**src/rtl/key_alu_accum_if.sv**
```systemverilog
// Pushbutton/operand inputs and result/status outputs of the key-driven ALU/accumulator.
// The master side drives keys and operands; the slave side is the ALU core.
interface key_alu_accum_if #(
  parameter int WIDTH = 8
);
  logic [3:0]         key;
  logic [WIDTH-1:0]   op_a;
  logic [WIDTH-1:0]   op_b;
  logic [2*WIDTH-1:0] result;
  logic [1:0]         mode;
  logic               carry;
  logic               zero;
  logic               busy;
  logic               done;

  modport master (
    output key, op_a, op_b,
    input  result, mode, carry, zero, busy, done
  );

  modport slave (
    input  key, op_a, op_b,
    output result, mode, carry, zero, busy, done
  );
endinterface

```
**src/rtl/key_alu_accum.sv**
```systemverilog
// Key-driven ALU/accumulator: synchronised active-low pushbuttons select and fire
// ADD / SUB / shift-add MUL / ACC into a 2*WIDTH result register.
//
// state     | meaning
// S_IDLE    | waiting for a key push; ADD/SUB/ACC complete here in one cycle
// S_MUL_RUN | one shift-add step per cycle, WIDTH steps, operands frozen
module key_alu_accum #(
  parameter int WIDTH = 8,
  parameter int CNT_W = 4
) (
  input logic           clk,
  input logic           rst_n,
  key_alu_accum_if.slave bus
);

  typedef enum logic {S_IDLE, S_MUL_RUN} state_t;

  state_t state_q, state_d;

  logic [2:0]         k1_q, k2_q;
  logic [2:0]         push;
  logic               unused_key;

  logic [WIDTH-1:0]   a_q, b_q;
  logic [2*WIDTH-1:0] result_q, result_d;
  logic [1:0]         mode_q, mode_d;
  logic               carry_q, carry_d;
  logic               done_q, done_d;
  logic [2*WIDTH-1:0] mcand_q, mcand_d;
  logic [WIDTH-1:0]   mplier_q, mplier_d;
  logic [2*WIDTH-1:0] pp_q, pp_d;
  logic [CNT_W-1:0]   cnt_q, cnt_d;

  logic               busy;
  logic [WIDTH:0]     sum_w;
  logic [WIDTH-1:0]   diff_w;
  logic [2*WIDTH:0]   acc_w;
  logic [2*WIDTH-1:0] step_pp;

  // KEY[3] has no function
  assign unused_key = bus.key[3];

  always_ff @(posedge clk or negedge rst_n) begin
    if (!rst_n) begin
      k1_q <= 3'b111;
      k2_q <= 3'b111;
    end else begin
      k1_q <= bus.key[2:0];
      k2_q <= k1_q;
    end
  end

  // falling edge of the synchronised key: one pulse per press
  assign push = k2_q & ~k1_q;
  assign busy = (state_q == S_MUL_RUN);

  always_ff @(posedge clk or negedge rst_n) begin
    if (!rst_n) begin
      a_q <= '0;
      b_q <= '0;
    end else if (!busy) begin
      a_q <= bus.op_a;
      b_q <= bus.op_b;
    end
  end

  assign sum_w   = {1'b0, a_q} + {1'b0, b_q};
  assign diff_w  = a_q - b_q;
  assign acc_w   = {1'b0, result_q} + {{(WIDTH+1){1'b0}}, a_q};
  assign step_pp = mplier_q[0] ? (pp_q + mcand_q) : pp_q;

  always_comb begin
    state_d  = state_q;
    result_d = result_q;
    mode_d   = mode_q;
    carry_d  = carry_q;
    done_d   = 1'b0;
    mcand_d  = mcand_q;
    mplier_d = mplier_q;
    pp_d     = pp_q;
    cnt_d    = cnt_q;

    if (push[0]) begin
      state_d  = S_IDLE;
      result_d = '0;
      carry_d  = 1'b0;
    end else begin
      case (state_q)
        S_IDLE: begin
          if (push[1]) begin
            case (mode_q)
              2'd0: begin
                result_d = {{WIDTH{1'b0}}, sum_w[WIDTH-1:0]};
                carry_d  = sum_w[WIDTH];
                done_d   = 1'b1;
              end
              2'd1: begin
                result_d = {{WIDTH{1'b0}}, diff_w};
                carry_d  = (a_q < b_q);
                done_d   = 1'b1;
              end
              2'd2: begin
                state_d  = S_MUL_RUN;
                mcand_d  = {{WIDTH{1'b0}}, a_q};
                mplier_d = b_q;
                pp_d     = '0;
                cnt_d    = '0;
              end
              2'd3: begin
                {carry_d, result_d} = acc_w;
                done_d              = 1'b1;
              end
            endcase
          end else if (push[2]) begin
            mode_d = mode_q + 2'd1;
          end
        end
        S_MUL_RUN: begin
          pp_d     = step_pp;
          mcand_d  = mcand_q << 1;
          mplier_d = mplier_q >> 1;
          cnt_d    = cnt_q + 1'b1;
          if (cnt_q == CNT_W'(WIDTH-1)) begin
            result_d = step_pp;
            carry_d  = 1'b0;
            done_d   = 1'b1;
            state_d  = S_IDLE;
          end
        end
        default: state_d = S_IDLE;
      endcase
    end
  end

  always_ff @(posedge clk or negedge rst_n) begin
    if (!rst_n) begin
      state_q  <= S_IDLE;
      result_q <= '0;
      mode_q   <= 2'd0;
      carry_q  <= 1'b0;
      done_q   <= 1'b0;
      mcand_q  <= '0;
      mplier_q <= '0;
      pp_q     <= '0;
      cnt_q    <= '0;
    end else begin
      state_q  <= state_d;
      result_q <= result_d;
      mode_q   <= mode_d;
      carry_q  <= carry_d;
      done_q   <= done_d;
      mcand_q  <= mcand_d;
      mplier_q <= mplier_d;
      pp_q     <= pp_d;
      cnt_q    <= cnt_d;
    end
  end

  assign bus.result = result_q;
  assign bus.mode   = mode_q;
  assign bus.carry  = carry_q;
  assign bus.zero   = (result_q == '0);
  assign bus.busy   = busy;
  assign bus.done   = done_q;

endmodule

```
**src/flat_wrapper.sv**
```systemverilog
// flat-port wrapper written by rule: the top's interface ports become plain ports
module key_alu_accum_flat 
#(
  parameter int WIDTH = 8,
  parameter int CNT_W = 4
)
  (clk, rst_n, bus_key, bus_op_a, bus_op_b, bus_result, bus_mode, bus_carry, bus_zero, bus_busy, bus_done);
  key_alu_accum_if #(.WIDTH(WIDTH)) bus_i ();
  input logic clk;
  input logic rst_n;
  input wire logic [$bits(bus_i.key)-1:0] bus_key;
  input wire logic [$bits(bus_i.op_a)-1:0] bus_op_a;
  input wire logic [$bits(bus_i.op_b)-1:0] bus_op_b;
  output wire logic [$bits(bus_i.result)-1:0] bus_result;
  output wire logic [$bits(bus_i.mode)-1:0] bus_mode;
  output wire logic [$bits(bus_i.carry)-1:0] bus_carry;
  output wire logic [$bits(bus_i.zero)-1:0] bus_zero;
  output wire logic [$bits(bus_i.busy)-1:0] bus_busy;
  output wire logic [$bits(bus_i.done)-1:0] bus_done;
  assign bus_i.key = bus_key;
  assign bus_i.op_a = bus_op_a;
  assign bus_i.op_b = bus_op_b;
  assign bus_result = bus_i.result;
  assign bus_mode = bus_i.mode;
  assign bus_carry = bus_i.carry;
  assign bus_zero = bus_i.zero;
  assign bus_busy = bus_i.busy;
  assign bus_done = bus_i.done;
  key_alu_accum #(.WIDTH(WIDTH), .CNT_W(CNT_W)) u_core (.clk(clk), .rst_n(rst_n), .bus(bus_i));
endmodule
```
**config.mk**
```make
export PLATFORM = sky130hd
export DESIGN_NAME = key_alu_accum_flat
export DESIGN_NICKNAME = d
export VERILOG_FILES = /design/src/rtl/key_alu_accum_if.sv /design/src/rtl/key_alu_accum.sv /design/src/flat_wrapper.sv
export SDC_FILE = /design/constraint.sdc
export NUM_CORES = 1
export LEC_CHECK = 0
export ABC_AREA = 1
export CORE_MARGIN = 2
export CORE_UTILIZATION = 64
export CTS_BUF_LIST = sky130_fd_sc_hd__clkbuf_4 sky130_fd_sc_hd__clkbuf_8 sky130_fd_sc_hd__clkbuf_16
export DETAILED_ROUTE_END_ITERATION = 10
export GPL_ROUTABILITY_DRIVEN = 0
export PLACE_DENSITY_LB_ADDON = 0.15
export SLEW_MARGIN = 20
export SYNTH_ARGS = -nofsm -noshare
export SYNTH_HDL_FRONTEND = slang
export SYNTH_SLANG_ARGS = --single-unit
export TNS_END_PERCENT = 1
```
**constraint.sdc**
```tcl
create_clock -name clk -period 2.9 [get_ports clk]
set_input_delay 0.58 -clock clk [delete_from_list [all_inputs] [get_ports clk]]
set_output_delay 0.58 -clock clk [all_outputs]
set_load 0.005 [all_outputs]
```
# --- After elaboration in Yosys (flattened, before gate mapping) ---
# Cells that the tools add are included.
# W data, S select, Z words.
word_totals:
  rom_bits: 0
  ramBits: 0
  wordCells: 73
  memories: 0
  regBits: 87
  latch_bits: 0
classes:
  bitwise_logic: 5
  multipliers: 0
  n_mux: 33
  shifts: 0
  add_sub_neg: 6
  reduce_logical: 6
  div: 0
  n_eq_ne: 9
  magnitude_cmp: 1
ops:
  columns: ["operator", "n"]
  rows:
  - ["$mux W16", 8]
  - ["$pmux W16 S2", 3]
  - ["$pmux W16 S3", 1]
  - ["$add A16 B8 Y17", 1]
  - ["$add A16 B16 Y16", 1]
  - ["$logic_not A16 Y1", 1]
  - ["$mux W8", 2]
  - ["$pmux W8 S2", 1]
  - ["$mux W1", 11]
  - ["$add A8 B8 Y9", 1]
  - ["$lt A8 B8 Y1", 1]
  - ["$mux W4", 2]
  - ["$pmux W4 S2", 1]
  - ["$sub A8 B8 Y8", 1]
  - ["$pmux W1 S2", 3]
  - ["$reduce_and A3 Y1", 2]
  - ["$ne A5 B4 Y1 const B", 1]
  - ["$add A4 B1 Y4 const B", 1]
  - ["$eq A2 B2 Y1 const B", 2]
  - ["$eq A4 B3 Y1 const B", 1]
  - ["$reduce_and A4 Y1", 1]
  - ["$and A3 B3 Y3", 1]
  - ["$ne A3 B1 Y1 const B", 1]
  - ["$ne A3 B3 Y1 const B", 1]
  - ["other kinds (9)", 11]

# --- Depth between registers and ports, before layout ---
# Gate-level depths: netlist of the first run.
logic_depth:
  depth_word: 6
  ltp_mapped: 14
  mapped_depth_nobuf: 14

# --- Worst setup path before layout of the first run ---
# No wires, ideal clock.
synth_path:
  kind: "register to register"
  start: "register u_core.result_q[0], in the netlist u_core.bus.result[0]"
  end: "register u_core.result_q[10], in the netlist u_core.bus.result[10]"
  t_required_ns: 2.824
  t_arrival_ns: 1.730
  path_slack_ns: 1.093
  period_less_slack_ns: 1.807
  stages_incl_launch_ff: 15
  setup_time_ns: 0.076
  path_cell_list: "dfrtp_1 -> ha_1 -> inv_1 -> fa_1 -> inv_1 -> nand3_1 -> nand2_2 -> nand3_1 -> nand2_2 -> nand3_1 -> nand2_1 -> nand3_1 -> nand2_1 -> nand2_1 -> o21ai_1"
synth_via:
  elab_chain_len: 5
synth_lines:
  columns: ["item", "line_no", "text"]
  rows:
  - ["start: declaration", "key_alu_accum.sv:25", "logic [2*WIDTH-1:0] result_q, result_d;"]
  - ["start signal: assignment", "key_alu_accum.sv:148", "result_q <= result_d;"]
  - ["$add A16 B8 Y17", "key_alu_accum.sv:69", "assign acc_w = {1'b0, result_q} + {{(WIDTH+1){1'b0}}, a_q};"]
  - ["$pmux W16 S3", "key_alu_accum.sv:91", "case (mode_q)"]
  - ["$mux W16", "key_alu_accum.sv:90", "if (push[1]) begin"]
  - ["$pmux W16 S2", "key_alu_accum.sv:88", "case (state_q)"]
  - ["$mux W16", "key_alu_accum.sv:83", "if (push[0]) begin"]
# Every way passes these cells. The select of a mux whose other input is x is not followed.
# A chain may end at the register's enable or synchronous reset.

# --- Final worst setup path of the first run ---
layout_path:
  start: "register u_core.result_q[0], in the netlist u_core.bus.result[0]"
  end: "output bus_zero"
layout_via:
  elab_chain_len: 1
layout_lines:
  columns: ["item", "line_no", "text"]
  rows:
  - ["$logic_not A16 Y1", "key_alu_accum.sv:162", "assign bus.zero = (result_q == '0);"]
  - ["end: declaration", "flat_wrapper.sv:17", "output wire logic [$bits(bus_i.zero)-1:0] bus_zero;"]
# Every way passes these cells.

==> impl_metrics.json, run 1 <==
{
  "hpwl_mm": 12.3,
  "ctsResizeCount": 0,
  "grt_usage_pct": 32.4,
  "syn_inst": 894,
  "vias": 6092,
  "numPortBuffers": 42,
  "multi_input_comb_area_um2": 3530,
  "ys_seq_elements": 87,
  "initial_utilization_pct": 65.3,
  "ys_seq_area_share_pct": 34.5,
  "wl_per_cell_um": 15.5,
  "hold-worst-slack_ns": 0.130,
  "clk_pin_slew_ns": 0.10,
  "drt_wl_total_mm": 16.5,
  "grt_pass1_wl_mm": 26.8,
  "area_growth_pct": 11.7,
  "diodes": 0,
  "period_needed_ns": 2.54,
  "core_um2": 9680,
  "ir_worst_vdd_uv": 531,
  "drive_gt1_share_pct": 8.05,
  "die_y_um": 103,
  "slew_viol_final": 0,
  "postLayoutCoreUtil_pct": 73.0,
  "numCtsBuffers": 9,
  "die_x_um": 103,
  "p_leak_nw": 3.60,
  "path_class": "flip-flop to primary output",
  "end_kind": "primary output",
  "cts_htree_levels": 3,
  "reg2reg_slack_ns": 0.63,
  "worst_slew_pin_slew_ns": 0.703,
  "grt_max_degree": 59,
  "cts_setup_buffers": 0,
  "final_net_count": 998,
  "synth_edf_count": 0,
  "die-area_um2": 10700,
  "ant_nets": 0,
  "drc": 1,
  "fin_skew_ns": 0.0175,
  "ff_latch_area_um2": 2180,
  "syn_nets": 965,
  "cp_max_fo": 4,
  "start_kind": "flip-flop",
  "final_common_cell": "nand2_1",
  "dr.pass1.iters": 8,
  "yosys_most_used_dff": "dfrtp_1",
  "first_iter_violations": 436,
  "clk_path_buf_depth": 2,
  "fmax_mhz": 394,
  "clock_latency_ns": 0.38,
  "slew_headroom_pct": 53.1,
  "cellPowerDensity_nw_per_um2": 1020,
  "yosys_warnings": 0,
  "viasPerCell": 5.72,
  "synthDistinctLibCells": 47,
  "synthesis.area_um2": 6330,
  "arrival_ns": 1.96,
  "antenna_found_initial": 0,
  "placement_rows": 36,
  "cts_tree": "done",
  "setup_viol": 0,
  "cts_sinks": 87,
  "synth.avg_cell_area_um2": 7.08,
  "hold_viol_final": 0,
  "layout_common_cells": "nand2_1 (265), inv_1 (112), dfrtp_1 (81)",
  "run_status": "complete, but fails checks",
  "overflow": 0,
  "violations": "DRC",
  "cts_hold_buf": 0,
  "crit_required_ns": 2.32,
  "clock-root-buffer": "clkbuf_8",
  "rsz0062_at_grt": "false",
  "finalCritPeriodShare_pct": 87.5,
  "fin_tns_setup_ns": 0,
  "grt_pass1_vias": 5666,
  "cap_viol_max_count": 0,
  "nFillCells": 806,
  "hold_path.class": "input port to asynchronous set/reset pin",
  "io_pins": 44,
  "synthArstFlopShare_pct": 100
}
==> cell usage after synthesis (2+ instances only) <==
cell type,n,area share (%)
nand2_1,265,16
inv_1,112,6.6
dfrtp_1,81,32
nand3_1,80,6.3
nor2_1,58,3.4
ha_1,45,8.9
o21ai_0,43,3.4
a21oi_1,36,2.8
nand4_1,18,1.8
a31oi_1,16,1.6
buf_2,16,1.3
o21ai_1,16,1.3
inv_2,10,0.59
nand2_2,8,0.79
nor3_1,8,0.63
clkbuf_1,7,0.42
dfstp_2,6,2.5
o211ai_1,5,0.59
o31ai_1,5,0.59
or2_2,5,0.49
fa_1,4,1.3
nor2_4,4,0.71
o21bai_1,4,0.47
a21oi_2,3,0.42
nand3_2,3,0.47
nor2_2,3,0.30
nor3_2,3,0.47
a211oi_1,2,0.24
and2_1,2,0.20
buf_4,2,0.24
buf_6,2,0.36
nand2_4,2,0.36
nor4_1,2,0.20
o22ai_1,2,0.20
or2_1,2,0.20
xnor2_1,2,0.28
xor2_1,2,0.28
==> flip-flops by register name (all words and copies together), names as in the netlist <==
| register | count |
|---|---|
| u_core.bus.result | 16 |
| u_core.mcand_q | 16 |
| u_core.pp_q | 16 |
| u_core.a_q | 8 |
| u_core.b_q | 8 |
| u_core.mplier_q | 8 |
| u_core.cnt_q | 4 |
| u_core.k1_q | 3 |
| u_core.k2_q | 3 |
| u_core.bus.mode | 2 |
| u_core.bus.busy | 1 |
| u_core.bus.carry | 1 |
| u_core.bus.done | 1 |
==> power breakdown <==
group	total, mW	internal [mW]	switching (mW)
sequential	2.03	1.60	0.431
clock	0.998	0.512	0.487
combinational	4.16	1.52	2.64
total	7.19	3.63	3.56
==> layer usage <==
metal | vias to the layer above | GRT usage (%) | wire, um
li1 | 2968 | - | -
met1 | 2808 | 41.7 | 6890
met2 | 259 | 53.3 | 7690
met3 | 57 | 5.78 | 1130
met4 | 0 | 15.3 | 737
met5 | - | 0 | 0
==> logic make-up after synthesis <==
logic type / after synthesis / synth area share (%)
buf+inv: 151 / 9.67
simple gates: 467 / 33.0
flops: 87 / 34.5
compound gates: 136 / 12.1
fa+ha+maj: 49 / 10.2
xor+xnor: 4 / 0.554
==> metrics by stage <==
step / total power [mW] / setup WS (ns) / area (um2) / std cells
floorplan: 4.94 / 1.09 / 6330 / 894
global placement: 5.92 / 0.704 / 6840 / 1049
detailed placement: 6.11 / 0.660 / 6840 / 1049
CTS: 7.12 / 0.353 / 7070 / 1065
global route: 7.81 / 0.271 / 7070 / 1065
finish: 7.19 / 0.362 / 7070 / 1065
==> worst max-delay path, cell delays in order, from the launching register on <==
cell and delay [ns]:
dfrtp_1 0.44, nor4_1 0.34, nand2_1 0.11, nor3_1 0.17, clkdlybuf4s50_1 0.53
==> path summary, 6_finish.rpt <==
kind	from	end	cells after the start
worst min register to register	u_core.k1_q[2]	u_core.k2_q[2]	0
min in group clk	u_core.k1_q[2]	u_core.k2_q[2]	0
max in group asynchronous	rst_n	u_core.b_q[7]	2
worst max register to register	u_core.pp_q[0]	u_core.bus.result[8]	13
worst max-delay path	u_core.bus.result[0]	bus_zero	4
worst min-delay path	rst_n	u_core.pp_q[9]	1
==> layout make-up <==
cell class                      instances  share of cell area, %
Clock buffer                           10                   1.95
Clock inverter                          6                   1.29
Inverter                              123                   6.57
Multi-Input combinational cell        656                   50.0
Sequential cell                        87                   30.9
Tap cell                              133                   2.35
Timing Repair Buffer                   50                   6.94
(Power assumes the default switching activity.)
==> run 2, diff against run 1 <==
Settings changed: CORE_MARGIN 2 to not set.
==> impl_metrics.json, run 2 (same netlist as run 1, synthesis figures left out) <==
{
  "run_status": "completed",
  "drt_wl_total_mm": 16.9,
  "die_x_um": 101,
  "cts_htree_levels": 3,
  "grt_pass1_vias": 5855,
  "setup_viol": 0,
  "overflow": 0,
  "final_net_count": 997,
  "clock-root-buffer": "clkbuf_8",
  "cellPowerDensity_nw_per_um2": 1030,
  "fin_skew_ns": 0.0161,
  "hpwl_mm": 12.1,
  "p_leak_nw": 3.60,
  "ir_worst_vdd_uv": 585,
  "die-area_um2": 10300,
  "placement_rows": 35,
  "worst_slew_pin_slew_ns": 0.811,
  "max_stage_delay_ns": 0.54,
  "diodes": 0,
  "start_kind": "flip-flop",
  "arrival_ns": 2.03,
  "cts_hold_buf": 0,
  "path_class": "flip-flop to primary output",
  "grt_usage_pct": 35.1,
  "vias": 6227,
  "r2r_end": "u_core.bus.result[8]",
  "clk_path_buf_depth": 2,
  "finalCritPeriodShare_pct": 90.0,
  "r2r_cells": 13,
  "grt_pass1_wl_mm": 27.8,
  "drive_gt1_share_pct": 7.95,
  "viasPerCell": 5.87,
  "end_kind": "primary output",
  "drc": 0,
  "io_pins": 44,
  "ctsResizeCount": 0,
  "area_growth_pct": 11.3,
  "cts_tree": "done",
  "slew_headroom_pct": 46.0,
  "pre_cts_slack_ns": 0.620,
  "numCtsBuffers": 9,
  "r2r-start": "u_core.pp_q[0]",
  "initial_utilization_pct": 67.2,
  "numPortBuffers": 42,
  "clock_latency_ns": 0.37,
  "period_needed_ns": 2.61,
  "die_y_um": 101,
  "dpl_cell_area_um2": 6810,
  "crit_required_ns": 2.32,
  "cts_sinks": 87,
  "slew_viol_final": 0,
  "clk_pin_slew_ns": 0.10,
  "ff_latch_area_um2": 2180,
  "core_um2": 9420,
  "dr.pass1.iters": 8,
  "first_iter_violations": 502,
  "cp_max_fo": 4,
  "path_cells": "nor4_1 -> nand2_1 -> nor3_1 -> clkdlybuf4s50_1",
  "nFillCells": 735,
  "layout_common_cells": "nand2_1 (265), inv_1 (112), dfrtp_1 (81)",
  "rsz0062_at_grt": "false",
  "design_area_um2": 7040,
  "antenna_found_initial": 0,
  "hold_viol_final": 0,
  "multi_input_comb_area_um2": 3530,
  "worst_slack_ns": 0.291,
  "grt_max_degree": 85,
  "wl_per_cell_um": 16.0,
  "postLayoutCoreUtil_pct": 74.8,
  "final_common_cell": "nand2_1",
  "critPathSlowestCell": "clkdlybuf4s50_1",
  "reg2reg_slack_ns": 0.57,
  "cts_setup_buffers": 0,
  "hold_path.class": "input port to asynchronous set/reset pin",
  "ant_nets": 0,
  "cap_viol_max_count": 0,
  "fin_tns_setup_ns": 0,
  "fmax_mhz": 383
}
## run 2: cell types whose count changed in the layout (fill, tap and decap cells not counted), sizes merged
cell      change
clkbuf        +3
buf           -1
clkinvlp      -2
inv           -1
## run 2: stage by stage
stage	hold WS, ns	total power, mW	std cells
floorplan	0.284	4.94	894
global placement	0.356	5.89	1044
detailed placement	0.363	6.10	1044
CTS	0.375	7.13	1060
global route	0.286	7.83	1060
finish	0.205	7.25	1060
## run 2: final cells by class
type | count | share of cell area (%)
Clock inverter | 3 | 0.959
Multi-Input combinational cell | 656 | 50.1
Sequential cell | 87 | 31.0
Tap cell | 129 | 2.29
Timing Repair Buffer | 49 | 6.73
Clock buffer | 13 | 2.27
Inverter | 123 | 6.59
## run 2: worst max path at each step
| stage | to | cells past startpoint | start |
|---|---|---|---|
| 6_report | bus_zero | 4 | u_core.bus.result[0] |
| 5_1_grt | bus_zero | 4 | u_core.bus.result[0] |
| 4_1_cts | bus_zero | 4 | u_core.bus.result[0] |
| 3_5_place_dp | u_core.bus.result[8] | 13 | u_core.pp_q[0] |
| 3_3_place_gp | u_core.bus.result[8] | 13 | u_core.pp_q[0] |
| 2_1_floorplan | u_core.bus.result[10] | 14 | u_core.bus.result[0] |
## run 2: power breakdown
| group | internal (mW) | switching, mW | total [mW] |
|---|---|---|---|
| sequential | 1.60 | 0.443 | 2.04 |
| clock | 0.539 | 0.454 | 0.993 |
| combinational | 1.52 | 2.70 | 4.21 |
| total | 3.66 | 3.60 | 7.25 |
## run 2: critical path, delay by kind of cell, from the launching register on
family / cells / cell delay, ns
simple gates: 3 / 0.70
buf+inv: 1 / 0.54
flops: 1 / 0.43
## run 2: per-layer routing
metal,vias up,wire length [um],global-route usage (%),part of all wire (%)
met5,-,0,0,0
met4,0,710,17.1,4.2
met3,59,1390,5.24,8.2
met2,313,7830,57.5,46
met1,2891,6990,45.7,41
li1,2964,-,-,-
==> run 3, diff against run 2 <==
Settings changed: CORE_ASPECT_RATIO set to 2.
==> impl_metrics.json, run 3 (same netlist as run 1, synthesis figures left out) <==
{
  "r2r-start": "u_core.pp_q[0]",
  "antenna_found_initial": 0,
  "die_x_um": 72.3,
  "cap_viol_max_count": 0,
  "cts_hold_buf": 0,
  "fin_skew_ns": 0.00960,
  "ir_worst_vdd_uv": 686,
  "dp.cells": 1047,
  "grt_max_degree": 83,
  "fin_tns_setup_ns": 0,
  "placement_rows": 51,
  "die_y_um": 143,
  "diodes": 0,
  "clk_pin_slew_ns": 0.07,
  "io_pins": 44,
  "overflow": 0,
  "drt_wl_total_mm": 18.0,
  "wl_per_cell_um": 16.9,
  "dr.max_layer_used": "met4",
  "path_class": "flip-flop to primary output",
  "drive_gt1_share_pct": 7.95,
  "end_kind": "primary output",
  "layout_common_cells": "nand2_1 (265), inv_1 (112), dfrtp_1 (81)",
  "numCtsBuffers": 9,
  "ctsResizeCount": 0,
  "slew_viol_final": 0,
  "die-area_um2": 10300,
  "cellPowerDensity_nw_per_um2": 1080,
  "hold_path.class": "input port to asynchronous set/reset pin",
  "grt_pass1_vias": 6137,
  "cts_setup_buffers": 0,
  "reg2reg_slack_ns": 0.56,
  "rsz0062_at_grt": "false",
  "final_common_cell": "nand2_1",
  "routed-wl-met3_um": 975,
  "cts_htree_levels": 3,
  "first_iter_violations": 571,
  "hpwl_mm": 13.1,
  "r2r_end": "u_core.bus.result[8]",
  "fmax_mhz": 400,
  "slew_headroom_pct": 39.2,
  "area_growth_pct": 13.5,
  "clock_latency_ns": 0.35,
  "fin_cells": 1063,
  "worst_slew_pin_slew_ns": 0.907,
  "m1WireLength_mm": 6.26,
  "dr.pass1.iters": 6,
  "vias": 6341,
  "start_kind": "flip-flop",
  "r2r_cells": 13,
  "final_net_count": 997,
  "cts_tree": "done",
  "arrival_ns": 1.92,
  "crit_path_start": "u_core.bus.result[5]",
  "p_leak_nw": 3.66,
  "crit_required_ns": 2.32,
  "clk_path_buf_depth": 2,
  "clock-root-buffer": "clkbuf_16",
  "cp_max_fo": 4,
  "hold_viol_final": 0,
  "core_um2": 9700,
  "wl_met2_mm": 9.26,
  "viasPerCell": 5.97,
  "nFillCells": 783,
  "numPortBuffers": 42,
  "grt_pass1_wl_mm": 28.9,
  "ant_nets": 0,
  "initial_utilization_pct": 65.2,
  "grt_usage_pct": 37.1,
  "period_needed_ns": 2.50,
  "drc": 0,
  "run_status": "completed",
  "finalCritPeriodShare_pct": 86.3,
  "setup_viol": 0,
  "cts_sinks": 87
}
[run 3: changes by cell type in the layout (fill, tap and decap cells not counted)]
cell       change
clkinv_2       +1
bufinv_16      +2
clkbuf_16      +9
clkbuf_8      -10
clkbuf_4       -2
[run 3: cell type report]
cell class	instances	area (um2)	share of cell area, %
multi-input combinational	656	3530	49.2
clock buffer	10	233	3.24
timing repair buffer	49	474	6.60
clock inverter	6	133	1.85
sequential	87	2180	30.4
inverter	123	464	6.46
tap	132	165	2.30
[run 3: layer usage]
layer	vias up	GRT usage, %
li1	2980	-
met1	2918	38.1
met2	317	65.7
met3	126	5.58
met4	0	27.9
met5	-	0
[run 3: critical path, stage by stage (launching register included)]
cell	delay [ns]
dfrtp_1	0.45
nor4_1	0.30
nand2_1	0.11
nor3_1	0.17
clkdlybuf4s50_1	0.54
[run 3: power by group]
part	switching [mW]	total, mW	internal [mW]
Clock	0.493	1.43	0.937
Sequential	0.467	2.07	1.60
Combinational	2.72	4.24	1.51
Total	3.68	7.74	4.05
[run 3: how the worst max path moves through the flow]
stage          slack, ns  depth (start not counted)                     to
3_3_place_gp        0.65                         13   u_core.bus.result[8]
2_1_floorplan       1.09                         14  u_core.bus.result[10]
5_1_grt             0.29                          4               bus_zero
4_1_cts             0.43                          4               bus_zero
3_5_place_dp        0.62                         13   u_core.bus.result[8]
6_report            0.40                          4               bus_zero
[run 3: stage by stage]
stage                     cell area (um2)  power [mW]  setup WS, ns  utilization (%)  hold slack (ns)
after floorplan                      6330        4.94          1.09                -            0.284
after global placement               6820        5.98         0.654             70.3            0.357
after detailed placement             6820        6.15         0.619             70.3            0.362
after CTS                            7180        7.62         0.426             74.0            0.371
after global routing                 7190        8.29         0.293             74.1            0.337
final                                7190        7.74         0.399             74.1            0.263
